**src/rtl/spi_mult_ctrl.sv**
```systemverilog
`default_nettype none
// ============================================================================
// Module : spi_mult_ctrl
// Brief  : Sequences one SPI multiply transaction: operand frame in, multiplier
//          start/wait with timeout, product parallel-load and gated shift-out.
// Rev    : 1.0
// ============================================================================
module spi_mult_ctrl #(
    parameter int DATA_W       = 8,
    parameter int CNT_W        = 4,
    parameter int MULT_TIMEOUT = 16
) (
    input  logic       clk,
    input  logic       reset,
    input  logic       i_cs_n,
    input  logic       i_sclk_posedge,
    input  logic       i_sclk_negedge,
    input  logic       i_mult_done,
    output logic [1:0] o_sr_mode,
    output logic       o_mult_start,
    output logic       o_miso_en,
    output logic       o_busy,
    output logic       o_err,
    output logic       o_xfer_done
);

    localparam int TMR_W = (MULT_TIMEOUT > 1) ? $clog2(MULT_TIMEOUT) : 1;

    localparam logic [CNT_W-1:0] c_LAST_BIT  = CNT_W'(DATA_W - 1);
    localparam logic [TMR_W-1:0] c_TMR_LAST  = TMR_W'(MULT_TIMEOUT - 1);
    localparam logic [1:0]       c_SR_HOLD   = 2'b00;
    localparam logic [1:0]       c_SR_SHIFT  = 2'b01;
    localparam logic [1:0]       c_SR_PLOAD  = 2'b10;

    typedef enum logic [2:0] {
        S_IDLE  = 3'd0,
        S_RX    = 3'd1,
        S_START = 3'd2,
        S_WAIT  = 3'd3,
        S_LOAD  = 3'd4,
        S_TX    = 3'd5,
        S_DONE  = 3'd6
    } state_t;

    state_t           r_state;
    state_t           w_next;
    logic [CNT_W-1:0] r_bit_cnt;
    logic [CNT_W-1:0] w_bit_cnt_nxt;
    logic [TMR_W-1:0] r_timer;
    logic [TMR_W-1:0] w_timer_nxt;

    logic [1:0] r_sr_mode;
    logic       r_mult_start;
    logic       r_miso_en;
    logic       r_busy;
    logic       r_err;
    logic       r_xfer_done;

    logic [1:0] w_sr_mode;
    logic       w_mult_start;
    logic       w_miso_en;
    logic       w_busy;
    logic       w_err;
    logic       w_xfer_done;

    always_ff @(posedge clk) begin
        if (reset) begin
            r_state      <= S_IDLE;
            r_bit_cnt    <= '0;
            r_timer      <= '0;
            r_sr_mode    <= c_SR_HOLD;
            r_mult_start <= 1'b0;
            r_miso_en    <= 1'b0;
            r_busy       <= 1'b0;
            r_err        <= 1'b0;
            r_xfer_done  <= 1'b0;
        end else begin
            r_state      <= w_next;
            r_bit_cnt    <= w_bit_cnt_nxt;
            r_timer      <= w_timer_nxt;
            r_sr_mode    <= w_sr_mode;
            r_mult_start <= w_mult_start;
            r_miso_en    <= w_miso_en;
            r_busy       <= w_busy;
            r_err        <= w_err;
            r_xfer_done  <= w_xfer_done;
        end
    end

    always_comb begin
        w_next        = r_state;
        w_bit_cnt_nxt = r_bit_cnt;
        w_timer_nxt   = r_timer;
        w_err         = r_err;
        w_xfer_done   = 1'b0;
        w_sr_mode     = c_SR_HOLD;
        w_mult_start  = 1'b0;
        w_miso_en     = 1'b0;
        w_busy        = 1'b0;

        case (r_state)
            S_IDLE: begin
                if (!i_cs_n) begin
                    w_next        = S_RX;
                    w_err         = 1'b0;
                    w_bit_cnt_nxt = '0;
                end
            end
            S_RX: begin
                if (i_sclk_posedge) begin
                    if (r_bit_cnt == c_LAST_BIT) begin
                        w_next        = S_START;
                        w_bit_cnt_nxt = '0;
                    end else begin
                        w_bit_cnt_nxt = r_bit_cnt + CNT_W'(1);
                    end
                end
            end
            S_START: begin
                w_next      = S_WAIT;
                w_timer_nxt = '0;
            end
            S_WAIT: begin
                // A done arriving on the final timer cycle still wins over the timeout.
                if (i_mult_done) begin
                    w_next = S_LOAD;
                end else if (r_timer == c_TMR_LAST) begin
                    w_next = S_DONE;
                    w_err  = 1'b1;
                end else begin
                    w_timer_nxt = r_timer + TMR_W'(1);
                end
            end
            S_LOAD: begin
                w_next        = S_TX;
                w_bit_cnt_nxt = '0;
            end
            S_TX: begin
                if (i_sclk_negedge) begin
                    if (r_bit_cnt == c_LAST_BIT) begin
                        w_next        = S_DONE;
                        w_xfer_done   = 1'b1;
                        w_bit_cnt_nxt = '0;
                    end else begin
                        w_bit_cnt_nxt = r_bit_cnt + CNT_W'(1);
                    end
                end
            end
            S_DONE: begin
                w_next = S_DONE;
            end
            default: begin
                w_next = S_IDLE;
            end
        endcase

        // Chip-select release aborts everything; err keeps its last value.
        if ((r_state != S_IDLE) && i_cs_n) begin
            w_next        = S_IDLE;
            w_bit_cnt_nxt = '0;
            w_timer_nxt   = '0;
            w_err         = r_err;
            w_xfer_done   = 1'b0;
        end

        // Outputs are decoded from the next state so the registered copy lines up with it.
        case (w_next)
            S_RX:    w_sr_mode = c_SR_SHIFT;
            S_START: w_mult_start = 1'b1;
            S_LOAD:  w_sr_mode = c_SR_PLOAD;
            S_TX: begin
                w_sr_mode = c_SR_SHIFT;
                w_miso_en = 1'b1;
            end
            default: w_sr_mode = c_SR_HOLD;
        endcase
        w_busy = (w_next != S_IDLE);
    end

    assign o_sr_mode    = r_sr_mode;
    assign o_mult_start = r_mult_start;
    assign o_miso_en    = r_miso_en;
    assign o_busy       = r_busy;
    assign o_err        = r_err;
    assign o_xfer_done  = r_xfer_done;

endmodule
`default_nettype wire

```
**config.mk**
```make
export PLATFORM = sky130hd
export DESIGN_NAME = spi_mult_ctrl
export DESIGN_NICKNAME = d
export VERILOG_FILES = /design/src/rtl/spi_mult_ctrl.sv
export SDC_FILE = /design/constraint.sdc
export NUM_CORES = 1
export LEC_CHECK = 0
export BUFFER_PORTS_ARGS = -buffer_cell sky130_fd_sc_hd__clkbuf_2
export CELL_PAD_IN_SITES_DETAIL_PLACEMENT = 0
export CELL_PAD_IN_SITES_GLOBAL_PLACEMENT = 2
export CORE_ASPECT_RATIO = 0.9
export CORE_UTILIZATION = 29
export DETAILED_ROUTE_END_ITERATION = 7
export PLACE_DENSITY = 0.81
export SYNTH_ARGS = -nofsm -noshare
export SYNTH_HDL_FRONTEND = slang
export SYNTH_SLANG_ARGS = --single-unit
```
**constraint.sdc**
```tcl
create_clock -name clk -period 1.5 [get_ports clk]
set_clock_uncertainty 0.1 [all_clocks]
set_input_delay 0 -clock clk [delete_from_list [all_inputs] [get_ports clk]]
set_output_delay 0 -clock clk [all_outputs]
set_load 0.01 [all_outputs]
```
==> out/qor.txt <==
Post-synth top cells - dfxtp_1, nor2_1, a21oi_1, nand2_1
main flop type after synthesis - dfxtp_1
Distinct cells, synth - 39
die height - 55.1 um
FFs w/ async S/R, synth - 0%
largest net degree at the start of global routing - 13
Synth area leaders - dfxtp_1, nor2_1, a21oi_1, nand2_1, ha_1
1st-pass router iterations - 4
wire length per cell - 12.2 um
Routability Congestion - 0.772
top fanout value on the critical path - 11
routed wl met3 - 83 um
DR vias - 888
IO Count - 13
Slew @ Worst Pin - 464 ps
RSZ-0062 raised after global routing - yes
Worst Setup SP - r_state[2]$_SDFF_PP0_
fin worst setup slack - 8.02 ps
Final ANT Viol Nets - 0
CP Launch Type - flip-flop
FF-to-FF Start - r_state[2]$_SDFF_PP0_
fmax - 670 MHz
data arrival time of the worst path - 1640 ps
most common cell in the netlist - dfxtp_1
CP top delay family - simple AND/OR/NAND/NOR gates
Synth top area share - 39.6%
Tcrit/Tclk final - 99.5%
Worst slew margin - 68.2%
Final Hold Fails - 0
Highest Signal Layer - met4
total gr overflow - 0
crit-path cells - buf_4, or3_4, a21oi_2, nand2_1, o21ba_1
Root Driver - clkbuf_4
Crit-path slowest cell - or3_4
Routed met2 length - 1010 um
maximum vdd drop - 570 uV
Hold Path Class - in2reg
TritonCTS buffer count - 3
vias in the first global route - 817
worst path required time - 1650 ps
Post-DP HPWL - 1510 um
final max-slew violation count - 0
ant diodes - 0
CTS tree - done
final WL - 2180 um
mean cell area of the mapped netlist - 8.75 um^2
share of cells above drive strength 1 - 44.9%
WL met1 - 1060 um
clk sinks - 18
Fillers - 296
routed vias/inst - 4.99
Die Wd - 61.0 um
sequential cell area fraction in the yosys report - 39.6%
syn_nets - 112
antenna violations before repair - 0
global-route usage over all layers - 14.7%
Skew-Pair Late Insertion Delay - 300 ps
Layout area overhead - 41.8%
initial DRC count - 20
DP Worst Slack - -91.2 ps
hold slack final - 60.4 ps
Yosys reg bits - 18
Largest stage delay, worst path - 370 ps
Leak - 0.546 nW
DRC violations left - 0
Synth Warn # - 0
Mapped Area - 910 um^2
Core Region - 0.00286 mm^2
status - complete, no violations
crit end category - flip-flop
Setup Crit Path Kind - reg2reg
Setup violations, final - 0
Post-layout nets - 147
Starting Density - 31.8%
Core Rows - 18
Worst Path Buf+Inv - 1
cell taking the most area after synthesis - dfxtp_1
first-pass GRT wire length - 3600 um
Max Cap Viol - 0
Tmin final - 1490 ps
min-delay src - i_mult_done
pwr/cell area - 742 mW/mm^2
Port Buffers - 12
Clock transition at path regs - 110 ps
synthesized instance count - 104
H-Tree Level Count - 1
die area - 0.00336 mm^2
Post-synth EDFFs - 0
CTS max path bufs - 2
-- worst reg2reg max path, stage by stage (launching register included) --
cell     delay [ps]
dfxtp_2         360
buf_4           170
or3_4           370
a21oi_2         140
nand2_1          80
o21ba_1         220
-- cells by family after synthesis --
group / synth area share, %
compound gates: 22.8
mux: 3.85
buf+inv: 5.23
simple gates: 23.8
fa+ha+maj: 2.75
xor+xnor: 1.93
flops: 39.6
-- cells in the final DEF, fill, tap and decap left out, types with 4 or more instances in the layout --
cell type,netlist,final
dfxtp_2,0,7
o21ai_1,2,4
clkbuf_2,0,12
a21oi_1,7,6
nand2_1,7,7
dfxtp_1,18,11
nor2_1,11,11
buf_4,1,19
inv_1,5,5
-- state kept, by name, summed over array words and instances, names as in the netlist --
signal / cells
r_bit_cnt: 4
r_state: 3
o_miso_en: 1
o_xfer_done: 1
o_busy: 1
r_timer: 4
o_sr_mode: 2
o_mult_start: 1
o_err: 1
-- timing repair --
action,CTS,global route
pin swaps,3,3
gates resized for setup,14,11
hold buffers,3,0
hold endpoints to repair,6,0
buffers inserted,2,0
cloned,0,0
setup endpoints to repair,8,14
-- report_power, final --
group          leakage, nW  switching (W)  internal, W
logic                0.376      0.0000834    0.0000711
clock network       0.0210       0.000157     0.000148
registers            0.149     0.00000918     0.000488
total                0.546       0.000249     0.000707
-- metal layers --
metal | GRT usage (%) | vias to the layer above
met3 | 4.65 | 4
met5 | 0 | -
met4 | 3.41 | 0
met1 | 19.0 | 419
li1 | - | 446
met2 | 23.7 | 19
-- final cells by class --
type | instances | area, um^2 | share of cell area [%]
Inverter | 5 | 18.8 | 1.45
Clock buffer | 4 | 36.3 | 2.81
Tap cell | 40 | 50.0 | 3.88
Sequential cell | 18 | 369 | 28.6
Multi-Input combinational cell | 77 | 583 | 45.2
Timing Repair Buffer | 34 | 233 | 18.0
-- through the flow --
stage | instance area, um^2 | setup TNS [ps] | util (%) | power (W) | std cells
after global placement | 1120 | -173 | 39.1 | 0.000639 | 169
final | 1290 | 0 | 45.1 | 0.000957 | 178
after CTS | 1240 | 0 | 43.4 | 0.000956 | 178
after global routing | 1290 | -449 | 45.1 | 0.00100 | 178
after floorplan | 910 | 0 | - | 0.000588 | 104
after detailed placement | 1120 | -214 | 39.1 | 0.000638 | 169
-- worst paths after layout --
kind	end	slack, ps	cells after the start
worst max-delay path	o_mult_start$_SDFF_PP0_	8	5
worst min register to register	r_bit_cnt[3]$_SDFFE_PP0P_	410	1
worst min-delay path	o_err$_SDFFE_PP0P_	60	4
worst max register to register	o_mult_start$_SDFF_PP0_	8	5
No activity file was read; power rests on OpenSTA's default activity.
